$ cat src/rtl/interrupt_pkg.sv
// Shared types and constants for the interrupt front-end.
// Priority helper: lowest set index wins.
package interrupt_pkg;

    localparam int NUM_IRQ  = 8;
    localparam int ID_W     = 3;
    localparam int STATUS_W = 9;

    localparam logic [15:0] DEFAULT_VECTOR_BASE = 16'h0010;

    typedef enum logic [2:0] {
        ST_IDLE,
        ST_SAVE,
        ST_VECTOR,
        ST_SERVICE,
        ST_RESTORE
    } irq_state_t;

    function automatic logic [ID_W-1:0] lowest_set(input logic [NUM_IRQ-1:0] vec);
        logic [ID_W-1:0] id;
        id = '0;
        for (int i = NUM_IRQ - 1; i >= 0; i--) begin
            if (vec[i]) id = ID_W'(i);
        end
        return id;
    endfunction

endpackage

$ cat src/rtl/irq_sync_edge.sv
// Multi-flop synchroniser for one asynchronous irq line, followed by a
// previous-value flop so a rising edge yields a single-cycle strobe.
module irq_sync_edge #(
    parameter int SYNC_STAGES = 2
) (
    input  logic clk,
    input  logic rst_n,
    input  logic irq_in,
    output logic edge_out
);

    logic [SYNC_STAGES-1:0] sync_q, sync_d;
    logic                   prev_q, prev_d;

    always_comb begin
        sync_d = {sync_q[SYNC_STAGES-2:0], irq_in};
        prev_d = sync_q[SYNC_STAGES-1];
    end

    always_ff @(posedge clk or negedge rst_n) begin
        if (!rst_n) begin
            sync_q <= '0;
            prev_q <= 1'b0;
        end else begin
            sync_q <= sync_d;
            prev_q <= prev_d;
        end
    end

    assign edge_out = sync_q[SYNC_STAGES-1] & ~prev_q;

endmodule

$ cat src/rtl/interrupt_controller.sv
// Interrupt front-end: pending/mask/gie bookkeeping, priority select and the
// save/vector/service/restore sequence feeding the register file.
module interrupt_controller
    import interrupt_pkg::*;
#(
    parameter logic [15:0] VECTOR_BASE = DEFAULT_VECTOR_BASE,
    parameter int          SYNC_STAGES = 2
) (
    input  logic                clk,
    input  logic                rst_n,
    input  logic [NUM_IRQ-1:0]  irq,
    input  logic [8:0]          ctrl_input,
    input  logic                ctrl_write,
    input  logic                instr_boundary,
    input  logic [15:0]         pc_input,
    input  logic                vector_ack,
    input  logic                reti,
    output logic                vector_valid,
    output logic [15:0]         vector_address,
    output logic                r_backup,
    output logic                r_restore,
    output logic [15:0]         return_address_input,
    output logic                return_address_write,
    output logic [STATUS_W-1:0] interrupt_input,
    output logic                interrupt_write
);

    logic [NUM_IRQ-1:0] irq_edge;

    for (genvar gi = 0; gi < NUM_IRQ; gi++) begin : g_sync
        irq_sync_edge #(.SYNC_STAGES(SYNC_STAGES)) u_sync (
            .clk      (clk),
            .rst_n    (rst_n),
            .irq_in   (irq[gi]),
            .edge_out (irq_edge[gi])
        );
    end

    irq_state_t          state_q, state_d;
    logic [NUM_IRQ-1:0]  pending_q, pending_d, pending_clr;
    logic [NUM_IRQ-1:0]  mask_q, mask_d;
    logic                gie_q, gie_d;
    logic [ID_W-1:0]     id_q, id_d;
    logic [NUM_IRQ-1:0]  eligible;
    logic [ID_W-1:0]     sel_id;
    logic [STATUS_W-1:0] status;

    logic                vector_valid_q, vector_valid_d;
    logic [15:0]         vector_address_q, vector_address_d;
    logic                r_backup_q, r_backup_d;
    logic                r_restore_q, r_restore_d;
    logic [15:0]         ret_addr_q, ret_addr_d;
    logic                ret_write_q, ret_write_d;
    logic [STATUS_W-1:0] int_input_q, int_input_d;
    logic                int_write_q, int_write_d;

    assign eligible = pending_q & mask_q;
    assign sel_id   = lowest_set(eligible);
    assign status   = {state_q == ST_SERVICE, pending_q};

    always_comb begin
        state_d     = state_q;
        id_d        = id_q;
        mask_d      = mask_q;
        gie_d       = gie_q;
        pending_clr = '0;

        if (ctrl_write) begin
            mask_d = ctrl_input[7:0];
            if (state_q == ST_IDLE) gie_d = ctrl_input[8];
        end

        case (state_q)
            ST_IDLE: begin
                if (gie_q && (|eligible) && instr_boundary) begin
                    state_d     = ST_SAVE;
                    id_d        = sel_id;
                    pending_clr = NUM_IRQ'(1) << sel_id;
                    gie_d       = 1'b0;
                end
            end
            ST_SAVE:    state_d = ST_VECTOR;
            ST_VECTOR:  if (vector_ack) state_d = ST_SERVICE;
            ST_SERVICE: if (reti) state_d = ST_RESTORE;
            ST_RESTORE: begin
                state_d = ST_IDLE;
                gie_d   = 1'b1;
            end
            default:    state_d = ST_IDLE;
        endcase

        // A fresh edge on the line being acknowledged must not be lost.
        pending_d = (pending_q & ~pending_clr) | irq_edge;
    end

    // Outputs are decoded from the next state so pulses line up with the state.
    always_comb begin
        r_backup_d       = (state_d == ST_SAVE);
        ret_write_d      = (state_d == ST_SAVE);
        ret_addr_d       = (state_d == ST_SAVE) ? pc_input : ret_addr_q;
        vector_valid_d   = (state_d == ST_VECTOR);
        vector_address_d = (state_d == ST_VECTOR) ? (VECTOR_BASE + 16'({id_d, 2'b00})) : '0;
        r_restore_d      = (state_d == ST_RESTORE);
        int_input_d      = status;
        int_write_d      = (status != int_input_q);
    end

    always_ff @(posedge clk or negedge rst_n) begin
        if (!rst_n) begin
            state_q          <= ST_IDLE;
            pending_q        <= '0;
            mask_q           <= '0;
            gie_q            <= 1'b0;
            id_q             <= '0;
            vector_valid_q   <= 1'b0;
            vector_address_q <= '0;
            r_backup_q       <= 1'b0;
            r_restore_q      <= 1'b0;
            ret_addr_q       <= '0;
            ret_write_q      <= 1'b0;
            int_input_q      <= '0;
            int_write_q      <= 1'b0;
        end else begin
            state_q          <= state_d;
            pending_q        <= pending_d;
            mask_q           <= mask_d;
            gie_q            <= gie_d;
            id_q             <= id_d;
            vector_valid_q   <= vector_valid_d;
            vector_address_q <= vector_address_d;
            r_backup_q       <= r_backup_d;
            r_restore_q      <= r_restore_d;
            ret_addr_q       <= ret_addr_d;
            ret_write_q      <= ret_write_d;
            int_input_q      <= int_input_d;
            int_write_q      <= int_write_d;
        end
    end

    assign vector_valid         = vector_valid_q;
    assign vector_address       = vector_address_q;
    assign r_backup             = r_backup_q;
    assign r_restore            = r_restore_q;
    assign return_address_input = ret_addr_q;
    assign return_address_write = ret_write_q;
    assign interrupt_input      = int_input_q;
    assign interrupt_write      = int_write_q;

endmodule

$ cat config.mk
export PLATFORM = sky130hd
export DESIGN_NAME = interrupt_controller
export DESIGN_NICKNAME = d
export VERILOG_FILES = /design/src/rtl/interrupt_pkg.sv /design/src/rtl/irq_sync_edge.sv /design/src/rtl/interrupt_controller.sv
export SDC_FILE = /design/constraint.sdc
export NUM_CORES = 1
export LEC_CHECK = 0
export CAP_MARGIN = 20
export CORE_UTILIZATION = 40
export CTS_CLUSTER_DIAMETER = 150
export CTS_CLUSTER_SIZE = 20
export DETAILED_ROUTE_END_ITERATION = 8
export PLACE_DENSITY = 0.68
export SYNTH_ARGS = -nofsm -noshare
export SYNTH_HDL_FRONTEND = slang
export SYNTH_SLANG_ARGS = --single-unit
$ cat constraint.sdc
create_clock -name clk -period 3.72 [get_ports clk]
set_input_delay 0.744 -clock clk [delete_from_list [all_inputs] [get_ports clk]]
set_output_delay 0.744 -clock clk [all_outputs]
set_load 0.01 [all_outputs]
==> results of run 1 <==
## how the worst max path moves through the flow
stage	startpoint	to	slack, ns	cells after the start
2_1_floorplan	instr_boundary	return_address_input[0]	2.03	5
3_5_place_dp	instr_boundary	return_address_input[10]	1.32	6
5_1_grt	interrupt_input[6]	interrupt_input[6]	1.62	1
3_3_place_gp	instr_boundary	return_address_input[11]	1.35	6
6_report	interrupt_input[6]	interrupt_input[6]	1.67	1
4_1_cts	interrupt_input[2]	interrupt_input[2]	1.67	1
## layer usage
layer | track usage, % | share of wire, %
met2 | 21.5 | 49
met1 | 20.5 | 45
met3 | 6.31 | 4.9
met5 | 0 | 0
met4 | 5.65 | 1.4
## cell usage in the layout (no fill, tap or decap), drive strengths merged, types with 4 or more instances in the layout
master         instances
mux2                  25
dfrtp                 80
nand2                 13
inv                   11
nand2b                 6
nor2                   7
and2                   7
clkbuf                10
a21oi                  4
xor2                   8
a22oi                  5
clkdlybuf4s50         71
conb                  12
## registers in the layout (all words and copies together) (netlist names)
| name | count |
|---|---|
| g_sync.u_sync.prev_q | 8 |
| mask_q | 8 |
| g_sync.u_sync.sync_q | 16 |
| r_restore | 1 |
| interrupt_input | 9 |
| state_q | 3 |
| return_address_write | 1 |
| interrupt_write | 1 |
| vector_address | 4 |
| pending_q | 8 |
| vector_valid | 1 |
| id_q | 3 |
| return_address_input | 16 |
| gie_q | 1 |
## stage by stage
step           area (um2)  std cells
2_1_floorplan        3170        232
3_3_place_gp         3890        387
3_5_place_dp         3890        387
4_1_cts              4110        403
5_1_grt              4140        404
6_report             4140        404
## cell families (layout without fill, tap and decap cells)
family,count (synthesis),count (layout),synth area share (%)
buffers and inverters,28,101,5.40
other,1,12,0.120
AND/OR/NAND/NOR,48,48,9.21
XOR/XNOR,9,9,2.52
multiplexers,27,27,11.7
flip-flops,80,80,64.1
AO/OA/AOI/OAI,28,28,7.01
## power by group
part	switching (mW)	leakage, nW	internal (mW)
Clock	0.301	0.112	0.392
Combinational	0.296	0.825	0.521
Sequential	0.142	0.911	1.07
Total	0.739	1.85	1.98
## layout make-up
type | count | area (um2) | share of cell area [%]
clock buffers | 10 | 138 | 3.33
flip-flops and latches | 80 | 2000 | 48.4
clock inverters | 6 | 82.6 | 2.00
inverters | 11 | 41.3 | 0.998
multi-input cells | 124 | 996 | 24.1
repair buffers | 74 | 753 | 18.2
well taps | 99 | 124 | 2.99
==> key figures, run 1 <==
Floorplan
  – Total die area: 8170 um2
  – Die Ht: 90.4 um
  – Placeable Area: 7410 um2
  – Overall die width: 90.4 um
  – Initial cell density of the core: 42.2%
  – Total number of placement rows: 31
  – Ports: 85

Route
  – First-pass DRT Iterations: 4
  – Remaining DRCs: 0
  – Routed wire length: 5.57 mm
  – Vias per cell: 4.64
  – Overall via count from detail_route: 1,873
  – Routed wirelength normalized by instance count: 13.8 um
  – DRT iter0 DRCs: 78
  – Antenna-violating nets left: 0

STA
  – Worst setup skew after layout: 0.00779 ns
  – Worst-margin pin slew: 0.507 ns
  – Fraction of the cycle the final worst path needs: 55.2%
  – Min Tclk post-route: 2.05 ns
  – Pins Over Slew Limit: 0
  – Total of endpoints with negative setup slack in the final report: 0
  – Count of endpoints failing hold in the final timing report: 0
  – Accumulated negative setup slack: 0 ns
  – Minimum hold slack: 0.241 ns
  – Fmax: 0.487 GHz
  – Setup repair after global routing missed its margin: no
  – Slew Limit Headroom: 66.1%
  – Worst setup slack after layout: 1.67 ns

Synth
  – Gate Count Post-Synth: 221
  – Most frequently used flop master after synthesis: dfrtp_1
  – Share of Yosys cell area claimed by the top area cell type: 64.1%
  – Most frequently used cell type in the post-synthesis netlist: dfrtp_1
  – Mean instance size in the synthesized netlist: 14.1 um2
  – Commonest cells in the synthesized netlist: 80 x dfrtp_1, 17 x mux2_4, 13 x buf_4, 13 x nand2_1, 11 x inv_1
  – Number of warning messages in the yosys log: 0
  – Top cells by area, synth: dfrtp_1 64%, mux2_4 8.2%, buf_4 3.1%
  – Synth Cell Area: 3130 um2
  – Distinct cells, synth: 41
  – Post-synth EDFFs: 0
  – Proportion of register bits with asynchronous set or reset after synthesis: 100%
  – Register area share after synthesis: 64.1%
  – Seq cells post-synth: 80
  – Most area-hungry cell type in the Yosys netlist: dfrtp_1

Critical path
  – Worst R2R Start: pending_q[7]
  – Startpoint type of the worst setup path: flip-flop
  – Critical path buffers and inverters: 1
  – Destination of the worst register-to-register timing path: return_address_input[10]
  – WP data required: 2.98 ns
  – Largest stage delay on the critical path: 0.57 ns
  – Arrival time reported for the critical path endpoint: 1.31 ns
  – Type of the setup path with the least slack: flip-flop to output pin
  – Register-to-Register Setup Slack: 1.84 ns
  – Largest fanout on the critical path: 2
  – Worst Reg2Reg Path Length in Cells: 5
  – Element type at the critical path end: output pin
  – CP max-delay cell: clkdlybuf4s50_1
  – Top cell family by delay on the critical path: buffers and inverters
  – Cell Chain, Critical Path: clkdlybuf4s50_1

Clock tree
  – Number of clock buffers inserted by TritonCTS: 9
  – Clock transition at the registers of the reported paths: 0.08 ns
  – Post-CTS Resized: 0
  – Clock sink count: 80
  – Max Buffers Root-to-Sink: 2
  – Buffer cell driving the clock tree root: clkbuf_8
  – Hold Buf Count CTS: 0
  – Clock Latency Late Sink: 0.35 ns
  – Number of setup buffers added after CTS: 0
  – H-tree Lvls: 3
  – Clock tree from TritonCTS: built

Global route
  – Global-route wire length before repair: 9.36 mm
  – Overall routing resource usage: 15.1%
  – GRT overflow: 0
  – Number of antenna violations at the first check in global routing: 0
  – Maximum number of pins on one net before global-route repair: 81
  – Via count of the first global-routing pass: 1,809

Job
  – Number of violations of the max-capacitance limit: 0

Layout
  – Antenna diode instance count: 0
  – Number of filler cells placed in the layout: 603
  – Number of nets in the final layout: 339
  – Share of post-route cells with drive strength above 1: 16.4%
  – Synthesis-to-finish area growth: 32.3%
  – Utilization after layout: 55.8%

Placed design
  – DP Worst Slack: 1.32 ns
  – Placer congestion estimate: 0.739
  – Post-detail-place hpwl: 3.79 mm
  – Port bufs: 72

Power and ir drop
  – Static Leak: 1.85 nW
  – Sum of internal, switching and leakage power: 2.72 mW
  – Areal power density over the cells: 658 nW/um2
  – Peak supply drop: 247 uV

Min path
  – Hold Path Class: input port to asynchronous set/reset pin

Run status
  – Result of the run: completed
Power figures use the tool's default switching activity.
==> run 2, diff against run 1 <==
- clock period: 3.72 -> 2 ns (I/O delays scaled with it)
==> run 2 against run 1 <==
Flip-flop and latch count stayed put. Clock power increased by 120%. Total power is 96% higher. Routed wire length down 2.4%. Clock skew rose by 0.0050 ns. Global-route usage decreased by 0.37 points.
==> key figures, run 2 (synthesized netlist as in run 1, its figures left out) <==
Run status
  – Result of the run: completed (unchanged)

Power and ir drop
  – Static Leak: 1.91 nW (was 1.85 nW)
  – Areal power density over the cells: 1260 nW/um2 (was 658 nW/um2)
  – Sum of internal, switching and leakage power: 5.33 mW (was 2.72 mW)
  – Peak supply drop: 533 uV (was 247 uV)

Route
  – Antenna-violating nets left: 0 (unchanged)
  – Vias per cell: 4.57 (was 4.64)
  – Routed wire length: 5.43 mm (was 5.57 mm)
  – DRT iter0 DRCs: 68 (was 78)
  – Routed wirelength normalized by instance count: 13.2 um (was 13.8 um)
  – First-pass DRT Iterations: 5 (was 4)
  – Remaining DRCs: 0 (unchanged)
  – Overall via count from detail_route: 1,879 (was 1,873)

Floorplan
  – Ports: 85 (unchanged)
  – Initial cell density of the core: 42.2% (unchanged)
  – Die Ht: 90.4 um (unchanged)
  – Overall die width: 90.4 um (unchanged)
  – Total number of placement rows: 31 (unchanged)
  – Total die area: 8170 um2 (unchanged)
  – Placeable Area: 7410 um2 (unchanged)

STA
  – Count of endpoints failing hold in the final timing report: 0 (unchanged)
  – Setup repair after global routing missed its margin: no (unchanged)
  – Slew Limit Headroom: 64.0% (was 66.1%)
  – Worst setup skew after layout: 0.0128 ns (was 0.00779 ns)
  – Min Tclk post-route: 1.68 ns
  – Accumulated negative setup slack: 0 ns (unchanged)
  – Worst-margin pin slew: 0.538 ns (was 0.507 ns)
  – Fmax: 0.595 GHz
  – Worst setup slack after layout: 0.321 ns (was 1.67 ns)
  – Pins Over Slew Limit: 0 (unchanged)
  – Fraction of the cycle the final worst path needs: 84.0%
  – Total of endpoints with negative setup slack in the final report: 0 (unchanged)

Critical path
  – Element type at the critical path end: flip-flop (was output pin)
  – Largest fanout on the critical path: 20 (was 2)
  – Startpoint type of the worst setup path: flip-flop (unchanged)
  – Largest stage delay on the critical path: 0.46 ns (was 0.57 ns)
  – WP data required: 2.23 ns (was 2.98 ns)
  – Arrival time reported for the critical path endpoint: 1.91 ns (was 1.31 ns)
  – Type of the setup path with the least slack: flip-flop to flip-flop (was flip-flop to output pin)
  – Cell Chain, Critical Path: a22oi_2 > nand2_1 > o21ai_2 > buf_12 > mux2_4 (was clkdlybuf4s50_1)
  – CP max-delay cell: dfrtp_1 (was clkdlybuf4s50_1)

Global route
  – Global-route wire length before repair: 9.25 mm (was 9.36 mm)
  – Via count of the first global-routing pass: 1,859 (was 1,809)
  – Maximum number of pins on one net before global-route repair: 37 (was 81)
  – Number of antenna violations at the first check in global routing: 0 (unchanged)
  – Overall routing resource usage: 14.7% (was 15.1%)
  – GRT overflow: 0 (unchanged)

Job
  – Number of violations of the max-capacitance limit: 0 (unchanged)

Layout
  – Utilization after layout: 57.3% (was 55.8%)
  – Post-route insts no fill: 411 (was 404)
  – Most common library cell in the layout ignoring fill and taps: dfrtp_1 (unchanged)
  – Synthesis-to-finish area growth: 35.7% (was 32.3%)
  – Share of post-route cells with drive strength above 1: 17.9% (was 16.4%)
  – Number of nets in the final layout: 346 (was 339)
  – Number of filler cells placed in the layout: 618 (was 603)
  – Antenna diode instance count: 0 (unchanged)
  – Highest-count cells in the layout ignoring fill and taps: 80 x dfrtp_1, 71 x clkdlybuf4s50_1, 17 x mux2_4 (unchanged)

Min path
  – Hold Path Class: flip-flop to flip-flop (was input port to asynchronous set/reset pin)

Clock tree
  – Number of clock buffers inserted by TritonCTS: 9 (unchanged)
  – H-tree Lvls: 3 (unchanged)
  – Hold Buf Count CTS: 1 (was 0)
  – Buffer cell driving the clock tree root: clkbuf_8 (unchanged)
  – Clock transition at the registers of the reported paths: 0.08 ns (about the same)
  – Number of setup buffers added after CTS: 0 (unchanged)
  – Post-CTS Resized: 0 (unchanged)
  – Max Buffers Root-to-Sink: 2 (unchanged)
  – Clock sink count: 80 (unchanged)
  – Clock tree from TritonCTS: built (unchanged)
  – Clock Latency Late Sink: 0.34 ns (was 0.35 ns)

Placed design
  – Total placed cells including tap cells: 394 (was 387)
  – Post-detail-place hpwl: 3.99 mm (was 3.79 mm)
  – Placer congestion estimate: 0.768 (was 0.739)
  – Port bufs: 72 (unchanged)
  – DP Worst Slack: 0.0759 ns (was 1.32 ns)
[run 2: worst paths after layout]
kind | endpoint | start | slack (ns) | cells after the start
max in group asynchronous | vector_valid | rst_n | 0.92 | 3
hold reg to reg | g_sync[6].u_sync.sync_q[1] | g_sync[6].u_sync.sync_q[0] | 0.35 | 0
setup / recovery | return_address_input[13] | pending_q[2] | 0.32 | 5
setup reg to reg | return_address_input[13] | pending_q[2] | 0.32 | 5
min in group asynchronous | interrupt_input[6] | rst_n | 0.52 | 2
hold / removal | g_sync[6].u_sync.sync_q[1] | g_sync[6].u_sync.sync_q[0] | 0.35 | 0
[run 2: report_power, final]
group	internal (mW)	leakage [nW]	switching (mW)
clock network	0.959	0.134	0.569
registers	1.99	0.911	0.264
logic	1.00	0.863	0.553
[run 2: routing by layer]
metal	up-vias	wire length (um)	track usage (%)
met5	-	0	0
met3	8	219	3.96
met4	0	69	6.05
li1	900	-	-
met1	919	2600	20.8
met2	52	2540	21.5
[run 2: final cells by class]
class / instances / area [um2] / share of cell area [%]
multi-input cells: 124 / 996 / 23.5
well taps: 99 / 124 / 2.92
clock inverters: 7 / 143 / 3.36
repair buffers: 81 / 813 / 19.2
inverters: 11 / 41.3 / 0.973
clock buffers: 9 / 124 / 2.92
flip-flops and latches: 80 / 2000 / 47.2
[run 2: per-stage QoR]
step           area [um2]  hold slack (ns)
4_1_cts              4240            0.355
3_5_place_dp         3970            0.337
2_1_floorplan        3170            0.104
5_1_grt              4240            0.357
3_3_place_gp         3970            0.332
6_report             4240            0.353
[run 2: critical path, delay by kind of cell, from the launching register on]
kind                   cells  cell delay, ns
flip-flops                 1            0.46
AO/OA/AOI/OAI              2            0.45
multiplexers               1            0.31
buffers and inverters      1            0.21
AND/OR/NAND/NOR            1            0.13
